**src/rtl/wm_load_fifo.sv**
```systemverilog
// rtl/wm_load_fifo.sv - weight-load FWFT buffer with flush, occupancy and row-sequence checker
//
// Purpose:
//   Buffers weight-load beats {data, shift amount, row} between the weight
//   fetch path and the MAC-array weight registers. DEPTH-entry
//   first-word-fall-through FIFO with valid/ready on both sides.
//
// Ports:
//   CLK, RST            clock, synchronous active-high reset
//   FLUSH               synchronous flush (keeps ROW_ERR)
//   WLoad1/WRdy1        upstream valid/ready
//   WDATA1/shamt1/WROW1 upstream beat fields
//   WLoad2/WRdy2        downstream valid/ready
//   WDATA2/shamt2/WROW2 head-entry fields (zero while empty)
//   COUNT               occupancy
//   ROW_ERR             sticky row-sequence error
module wm_load_fifo #(
  parameter int DATA_W  = 32,
  parameter int SHAMT_W = 5,
  parameter int ROW_W   = 2,
  parameter int ROWS    = 4,
  parameter int DEPTH   = 4
) (
  input  logic                       CLK,
  input  logic                       RST,
  input  logic                       FLUSH,
  input  logic                       WLoad1,
  output logic                       WRdy1,
  input  logic [DATA_W-1:0]          WDATA1,
  input  logic [SHAMT_W-1:0]         shamt1,
  input  logic [ROW_W-1:0]           WROW1,
  output logic                       WLoad2,
  input  logic                       WRdy2,
  output logic [DATA_W-1:0]          WDATA2,
  output logic [SHAMT_W-1:0]         shamt2,
  output logic [ROW_W-1:0]           WROW2,
  output logic [$clog2(DEPTH+1)-1:0] COUNT,
  output logic                       ROW_ERR
);

  localparam int PTR_W   = $clog2(DEPTH);
  localparam int CNT_W   = $clog2(DEPTH+1);
  localparam int ENTRY_W = DATA_W + SHAMT_W + ROW_W;

  localparam logic [ROW_W-1:0] LAST_ROW = ROW_W'(ROWS - 1);
  localparam logic [CNT_W-1:0] FULL_CNT = CNT_W'(DEPTH);

  logic [ENTRY_W-1:0] mem [DEPTH];
  logic [PTR_W-1:0]   wr_ptr;
  logic [PTR_W-1:0]   rd_ptr;
  logic [CNT_W-1:0]   count;
  logic [ROW_W-1:0]   exp_row;
  logic               row_err;

  logic               push;
  logic               pop;
  logic [ROW_W-1:0]   next_row;
  logic [ENTRY_W-1:0] head;

  // Handshake flags come only from the registered count, so neither
  // WLoad1 nor WRdy2 reaches any output combinationally.
  assign WRdy1  = (count != FULL_CNT);
  assign WLoad2 = (count != '0);

  assign push = WLoad1 && WRdy1;
  assign pop  = WLoad2 && WRdy2;

  // Expected row follows the received row, so one bad row flags once and
  // the checker then tracks the new sequence.
  assign next_row = (WROW1 == LAST_ROW) ? '0 : WROW1 + ROW_W'(1);

  // DEPTH is a power of two, so pointers wrap by natural overflow.
  always_ff @(posedge CLK) begin
    if (RST) begin
      wr_ptr  <= '0;
      rd_ptr  <= '0;
      count   <= '0;
      exp_row <= '0;
      row_err <= 1'b0;
    end else if (FLUSH) begin
      // Any push or pop in the flush cycle is dropped, ROW_ERR is kept.
      wr_ptr  <= '0;
      rd_ptr  <= '0;
      count   <= '0;
      exp_row <= '0;
    end else begin
      if (push) begin
        wr_ptr  <= wr_ptr + PTR_W'(1);
        exp_row <= next_row;
        if (WROW1 != exp_row) begin
          row_err <= 1'b1;
        end
      end
      if (pop) begin
        rd_ptr <= rd_ptr + PTR_W'(1);
      end
      case ({push, pop})
        2'b10:   count <= count + CNT_W'(1);
        2'b01:   count <= count - CNT_W'(1);
        default: count <= count;
      endcase
    end
  end

  // Storage needs no reset: an entry is only visible once counted.
  always_ff @(posedge CLK) begin
    if (push && !RST && !FLUSH) begin
      mem[wr_ptr] <= {WDATA1, shamt1, WROW1};
    end
  end

  // Head is forced to zero while empty so stale entries never leak out.
  assign head = WLoad2 ? mem[rd_ptr] : '0;

  assign WDATA2  = head[ENTRY_W-1 -: DATA_W];
  assign shamt2  = head[ROW_W +: SHAMT_W];
  assign WROW2   = head[ROW_W-1:0];
  assign COUNT   = count;
  assign ROW_ERR = row_err;

endmodule

```
**config.mk**
```make
export PLATFORM = sky130hd
export DESIGN_NAME = wm_load_fifo
export DESIGN_NICKNAME = d
export VERILOG_FILES = /design/src/rtl/wm_load_fifo.sv
export SDC_FILE = /design/constraint.sdc
export NUM_CORES = 1
export LEC_CHECK = 0
export CAP_MARGIN = 40
export CORE_MARGIN = 2
export CORE_UTILIZATION = 54
export DETAILED_ROUTE_END_ITERATION = 8
export PLACE_DENSITY_LB_ADDON = 0.15
export REMOVE_ABC_BUFFERS = 1
export SYNTH_ARGS = -nofsm -noshare
export SYNTH_HDL_FRONTEND = slang
export SYNTH_SLANG_ARGS = --single-unit
```
**constraint.sdc**
```tcl
create_clock -name CLK -period 3 [get_ports CLK]
set_clock_uncertainty 0.05 [all_clocks]
set_input_delay 0.6 -clock CLK [delete_from_list [all_inputs] [get_ports CLK]]
set_output_delay 0.6 -clock CLK [all_outputs]
set_load 0.05 [all_outputs]
```
==> results summary, run 1 <==
The run finished with clean final reports. The sequential cell fraction of total power is 51.0%. The design internal power came out at 3.97 mW. The pre-CTS setup slack is 237 ps. The clock transition time at the flip-flop clock pins of the worst setup and hold paths came out at 60 ps. The type of origin of the critical path is a flop. The actual slew at the worst max-slew pin came out at 497 ps. The chip width is 114 um.

The post-route setup TNS came out at 0 ps. The area of placed instances is 0.00756 mm2. After filler insertion, the fill cell instance count of the layout stands at 772.

Clock tree synthesis found a total of 168 sinks. The post-layout total power came out at 5.10 mW. The leading area contributor after synthesis is edfxtp_1.

In the layout the commonest cells are 156 x edfxtp_1, 48 x clkdlybuf4s50_1, 44 x buf_4. The final design area excluding fillers is 0.00814 mm2. The area growth from synthesis to layout is 25.0%. Across the run, the number of max-cap violations was 0. The cell area after synthesis is 0.00651 mm2.

The initial standard-cell utilization of the core is 54.7%. The number of gates resized after CTS came out at 0. Hold timing on the final database bottoms out at a slack of 430 ps.

In this run the mean area of a mapped cell was 20.5 um2. The worst setup path is captured at an output port. The half-perimeter wire length after placement is 7270 um. TritonCTS built the clock tree.

The source-to-sink clock delay at the later pin of the worst-skew pair came out at 410 ps. The critical path is of the reg2out type. The number of endpoints with negative hold slack in the final report is 0.

Along the worst path, the maximum fanout reaches 10. The standard cell core area is 0.0119 mm2. For this block, the initial DRC count from the detailed router was 158. The fraction of power spent switching nets came out at 22.1%.

The minimum period implied by the final worst setup slack is 2680 ps. The CTS H-tree depth came out at 4. The count of buffers added by post-CTS timing repair for setup is 0. The max-slew violation total from the final report is 0. Measured against its own limit, the worst slew margin works out to 66.7%. Setup violations remaining at the end of the flow were counted as 0.

The tree is rooted in a clkbuf_16. The library cell used most frequently in the layout, excluding fill and tap cells, is edfxtp_1. The initial antenna violation count came out at 0. The vias after detailed routing is 3,199. Counting stages on the worst path, the most repeated cell is buf_4. The maximum root-to-sink buffer count came out at 2. The stage delay of the slowest cell on the critical path is 550 ps. 0 antenna diodes ended up in the layout.

The hold buffer count at cts is 0. The final standard cell count with taps included and fillers excluded came out at 581. The number of synthesis warnings came out at 0. The first global-routing pass estimated 17,600 um of wire. The final cycle utilization of the critical path came out at 89.4%.

The combinational fraction of design power is 8.2%. Counting tap cells, the placed design contains a total of 549 instances. Entering global routing, the biggest net connects 32 pins. The synthesis-stage register bit count came out at 168. The post-route DRC violation count came out at 0. The number of distinct library cells after synthesis is 30. After global routing the overflow that remains totals 0. The critical path data required time came out at 2350 ps. In this run the core area contains 40 standard-cell rows. The number of global-route vias before repair is 3,330. The data arrival time at the worst-slack endpoint came out at 2030 ps.

Setup repair after global routing left no endpoint under its margin. The leakage power total came out at 2.69 nW. In this run the power density over the cells is 626 mW/mm2. The slowest stage of the critical path belongs to the cell mux4_2. The global-route total usage across every layer came out at 18.9%.

89 I/O pins were placed. Ranked by total cell area, the synthesized netlist is headed by edfxtp_1 72%, mux4_2 13%, nor2b_1 3.8%. The routed design has 11,400 um of wire. The final routed wire length divided by cell count is 19.6 um. The final core utilization came out at 68.4%. The top cell type by area accounts for 71.9% of the synthesized area.

The count of buffers inserted at the top-level ports came out at 88. The die outline area came out at 0.0130 mm2. The critical path buffer and inverter count is 2. On the critical path the largest part of the delay comes from multiplexers. The per-cell via count in the routed design came out at 5.51. IR analysis of the VDD net gives a maximum drop of 0.000488 V.

Timing would allow up to 373 MHz. The critical path goes through buf_4 -> mux4_2 -> nor2b_1 -> buf_4. The number of standard cells after synthesis came out at 317. In the post-route analysis, the smallest setup slack over all paths is 317 ps. The height of the chip came out at 114 um.

The type of the most critical hold path is reg2reg. Of the synthesized area, sequential elements account for 75.6%. The remaining antenna violation count after routing came out at 0. Summed over all nets, the switching power comes to 1.12 mW.

Before antenna repair, the detailed router went through 4 iterations. The total clock buffers created by CTS is 17. The congestion estimate from routability-driven global placement came to 0.735. Cells with a size suffix above 1 make up 30.4% of the layout. The clock share of power is 40.8%.

For this run, the post-layout net count is 472.
## path summary, 6_finish.rpt
path / from / endpoint / slack, ps / cells after the start
worst max-delay path: flop / WDATA2[16] / 320 / 4
worst min-delay path: ROW_ERR / ROW_ERR / 430 / 2
worst max register to register: COUNT[2] / COUNT[2] / 550 / 9
worst min register to register: ROW_ERR / ROW_ERR / 430 / 2
## flip-flops by register name, summed over array words and instances (netlist names), named ones only
register,flops
COUNT,3
ROW_ERR,1
exp_row,2
mem,156
rd_ptr,2
wr_ptr,2
## synth_stat cells
cell,n
or2_1,1
and3_1,4
o21ai_0,4
or3_1,2
fa_1,1
nor3b_2,1
clkbuf_1,6
or4b_1,1
xor2_1,4
o32ai_1,1
inv_1,7
nand4_1,1
nor3_2,1
o211ai_1,1
o31ai_1,1
o21ai_1,2
nor2b_1,40
buf_4,2
ha_1,6
nand2_1,2
dfxtp_1,12
buf_6,3
o41ai_1,1
buf_2,2
inv_2,3
mux4_2,39
a21oi_1,5
nand3_1,2
nor2_1,6
edfxtp_1,156
## power groups by stage
stage          logic [mW]  registers (mW)  clock network [mW]
5_1_grt             0.443            2.60                2.22
3_5_place_dp        0.423            2.65                   0
2_1_floorplan       0.224            2.66                   0
3_3_place_gp        0.418            2.65                   0
6_report            0.419            2.60                2.08
4_1_cts             0.424            2.60                2.12
## tightest hold or removal path: cells and delay by family, from the launching register on
family                 cells  cell delay (ps)
buffers and inverters      1               50
flip-flops                 1              310
AO/OA/AOI/OAI              1               70
## kinds of logic (layout without fill, tap and decap cells)
group | count (synthesis) | in the layout | synth area share [%]
AO/OA/AOI/OAI | 15 | 15 | 1.34
XOR/XNOR | 4 | 4 | 0.538
adder cells (fa/ha/maj) | 7 | 7 | 1.46
buffers and inverters | 23 | 140 | 1.83
flip-flops | 168 | 168 | 75.6
multiplexers | 39 | 39 | 13.5
AND/OR/NAND/NOR | 61 | 61 | 5.73
## metal layers
layer  track usage, %  part of all wire [%]
met3             5.90                   4.5
met1             24.6                    43
met5                0                     0
met2             30.9                    52
met4             5.85                  0.81
## final cells by class
| type | count | area, um2 | area share [%] |
|---|---|---|---|
| multi-input cells | 126 | 1480 | 18.2 |
| repair buffers | 98 | 931 | 11.4 |
| well taps | 147 | 184 | 2.26 |
| inverters | 10 | 37.5 | 0.461 |
| clock inverters | 15 | 154 | 1.89 |
| clock buffers | 17 | 425 | 5.23 |
| flip-flops and latches | 168 | 4930 | 60.6 |
(Power assumes the default switching activity.)
==> inputs of run 2 (changes only) <==
CORE_MARGIN = not set   (was 2)
==> results summary, run 2 (synthesized netlist as in run 1, its figures left out) <==
The clock sink count is 168 (unchanged). The data arrival time at the worst-slack endpoint was 2130 ps (+100 ps). The checks that failed: DRC.

The final standard cell count with taps included and fillers excluded is 581 (unchanged). The initial standard-cell utilization of the core is 56.3% (+1.6 points). The count of buffers inserted at the top-level ports is 88 (unchanged). The final core utilization is 70.9% (+2.6 points). The number of design-rule violations left by the first detailed-router iteration is 285 (+80%). The count of buffers added by post-CTS timing repair for setup was 0 (unchanged). The pin count of the biggest net entering global routing is 40 (+25%). The height of the chip is 112 um (-1.8%). The final hold slack is 425 ps (-4.82 ps). The critical path buffer and inverter count came out at 2 (unchanged). The number of global-route vias before repair is 3,504 (+5.2%). The source-to-sink clock delay at the later pin of the worst-skew pair was 420 ps (about the same). The stage delay of the slowest cell on the critical path came out at 570 ps (+20 ps). The ratio of total power to cell area came to 646 mW/mm2 (+3.1%). STA classifies the critical path startpoint as a flop. The combined area of the multi-input logic cells was 0.00148 mm2 (unchanged).

The number of gates resized after CTS is 0 (unchanged). The largest fanout on the critical path came to 17 (+7). The filler cell count is 717 (-7.1%). The fraction of power spent switching nets came to 20.5% (-1.5 points). The critical path goes through buf_4 -> mux4_2 -> nor2b_1 -> buf_4. The global-route congestion overflow total is 0 (unchanged). The clock transition time at the flip-flop clock pins of the worst setup and hold paths came out at 60 ps (about the same).

The area of placed instances is 0.00758 mm2 (+0.20%). The reported max-cap violation count came to 0 (unchanged). The half-perimeter wire length after placement is 7240 um (-0.46%). The endpoint kind of the worst setup timing path is an output port. The combinational fraction of design power was 8.0% (-0.2 points). The chip width came to 112 um (-1.8%). The design internal power is 4.21 mW (+5.9%). The final routed wire length divided by cell count is 20.5 um (+4.6%). The clock tree root driver cell is clkbuf_16. The register with the most flip-flops in the final layout is mem. The max-slew violation total from the final report is 0 (unchanged). The total wire length after detailed routing is 11,900 um (+4.6%).

The setup-violating endpoint count in the final report came out at 0 (unchanged). The final cycle utilization of the critical path came out at 92.8% (+3.4 points). Leaving out fill and tap cells, the most frequent cell in the layout is edfxtp_1.

The initial antenna violation count is 0 (unchanged). The hold buffer count at cts is 0 (unchanged). The number of iterations in the first detailed-routing pass is 7 (+3). The vias after detailed routing was 3,294 (+3.0%). The floorplan row count came to 39 (-2.5%). The post-route DRC violation count came out at 6 (+6). The fraction of final layout cells with drive strength greater than 1 came to 29.9% (-0.51 points). The clock share of power is 42.9% (+2.1 points).

The power spent charging and discharging nets is 1.09 mW (-3.2%). The final critical-path setup slack came to 215 ps (-101 ps). The number of top-level pins is 89 (unchanged).

The leakage power total is 2.74 nW (+1.9%). The worst setup path is of the reg2out kind. The sequential cell fraction of total power was 49.1% (-1.9 points). The fmax came out at 359 MHz (-3.6%). The TritonCTS clock tree is built.

The final design area excluding fillers is 0.00820 mm2 (+0.75%). In the layout the commonest cells are 156 x edfxtp_1, 49 x clkdlybuf4s50_1, 48 x buf_4. The worst slew margin relative to its limit came out at 66.4% (-0.36 points). The per-cell via count in the routed design is 5.67 (+3.0%). The worst vdd rail ir drop came out at 0.000332 V (-32%). Setup repair after global routing left no endpoint under its margin. The critical path data required time came out at 2350 ps (about the same).

The largest individual stage delay along the critical path comes from the cell dfxtp_4. The actual slew at the worst max-slew pin is 503 ps (+5.38 ps). The number of placed cells counting well taps came out at 549 (unchanged). The total inserted antenna cells is 0 (unchanged).

The minimum period implied by the final worst setup slack came out at 2780 ps (+101 ps). The area growth from synthesis to layout is 26.0%. The pre-CTS setup slack came out at 226 ps (-11.2 ps). The standard cell core area is 0.0116 mm2 (-2.9%). Among the stages of the critical path, the cell type that occurs most often is buf_4. The worst hold path belongs to the class reg2reg. The post-layout total power came out at 5.30 mW (+3.9%). The remaining antenna violation count after routing came out at 0 (unchanged).

The kind of cell adding the most delay to the critical path is flip-flops. The sequential cell area came out at 0.00493 mm2 (unchanged). The first-pass GRT wire length came out at 18,500 um (+4.9%). The run finished, with violations left. The number of nets in the layout is 476 (+0.85%). The die outline area is 0.0125 mm2 (-3.5%). The flip-flop count of the largest register, all copies and words added is 156 (unchanged). The total clock buffers created by CTS was 17 (unchanged). The global placer's final weighted congestion is 0.718 (-2.2%). The global-route total usage across every layer came out at 20.5% (+1.7 points). The post-route setup TNS is 0 ps (unchanged).

The maximum root-to-sink buffer count is 2 (unchanged). The CTS H-tree depth was 4 (unchanged). The number of endpoints with negative hold slack in the final report came to 0 (unchanged).
==> run 2: cell types whose count changed in the layout (fill, tap and decap cells not counted) <==
cell,delta
clkdlybuf4s50_1,+1
clkbuf_8,+3
clkbuf_1,+4
bufinv_16,+2
clkinv_2,-1
buf_4,+4
clkinv_4,-2
inv_6,-2
clkinvlp_4,-4
buf_12,-1
==> run 2: power by group through the flow <==
stage / registers [mW] / logic, mW / clock network (mW)
floorplan: 2.66 / 0.224 / 0
finish: 2.60 / 0.423 / 2.27
detailed placement: 2.65 / 0.425 / 0
global placement: 2.65 / 0.418 / 0
global route: 2.60 / 0.447 / 2.37
CTS: 2.60 / 0.428 / 2.30
==> run 2: cell type report <==
class                   instances  share of cell area (%)
repair buffers                102                    11.6
flip-flops and latches        168                    60.1
well taps                     143                    2.18
clock buffers                  24                    5.87
multi-input cells             126                    18.0
inverters                      10                   0.458
clock inverters                 8                    1.75
==> run 2: per-layer routing <==
metal / wire length [um] / up-vias / track usage, %
met4: 148 / 0 / 10.2
li1: - / 1486 / -
met5: 0 / - / 0
met1: 4870 / 1692 / 24.8
met3: 614 / 9 / 4.95
met2: 6280 / 107 / 34.7
==> run 2: worst paths after layout <==
path / slack, ps / endpoint / start / cells after the start
worst min register to register: 420 / ROW_ERR / ROW_ERR / 2
worst max-delay path: 220 / WDATA2[5] / flop / 4
worst min-delay path: 420 / ROW_ERR / ROW_ERR / 2
worst max register to register: 510 / COUNT[2] / COUNT[2] / 9
==> run 2: worst register-to-register path, stage by stage (launching register included) <==
cell and delay [ps]:
dfxtp_1 440, nor3b_2 400, nor2_1 200, inv_2 110
ha_1 180, inv_1 60, fa_1 370, xor2_1 160
or3_1 300, a21oi_1 140
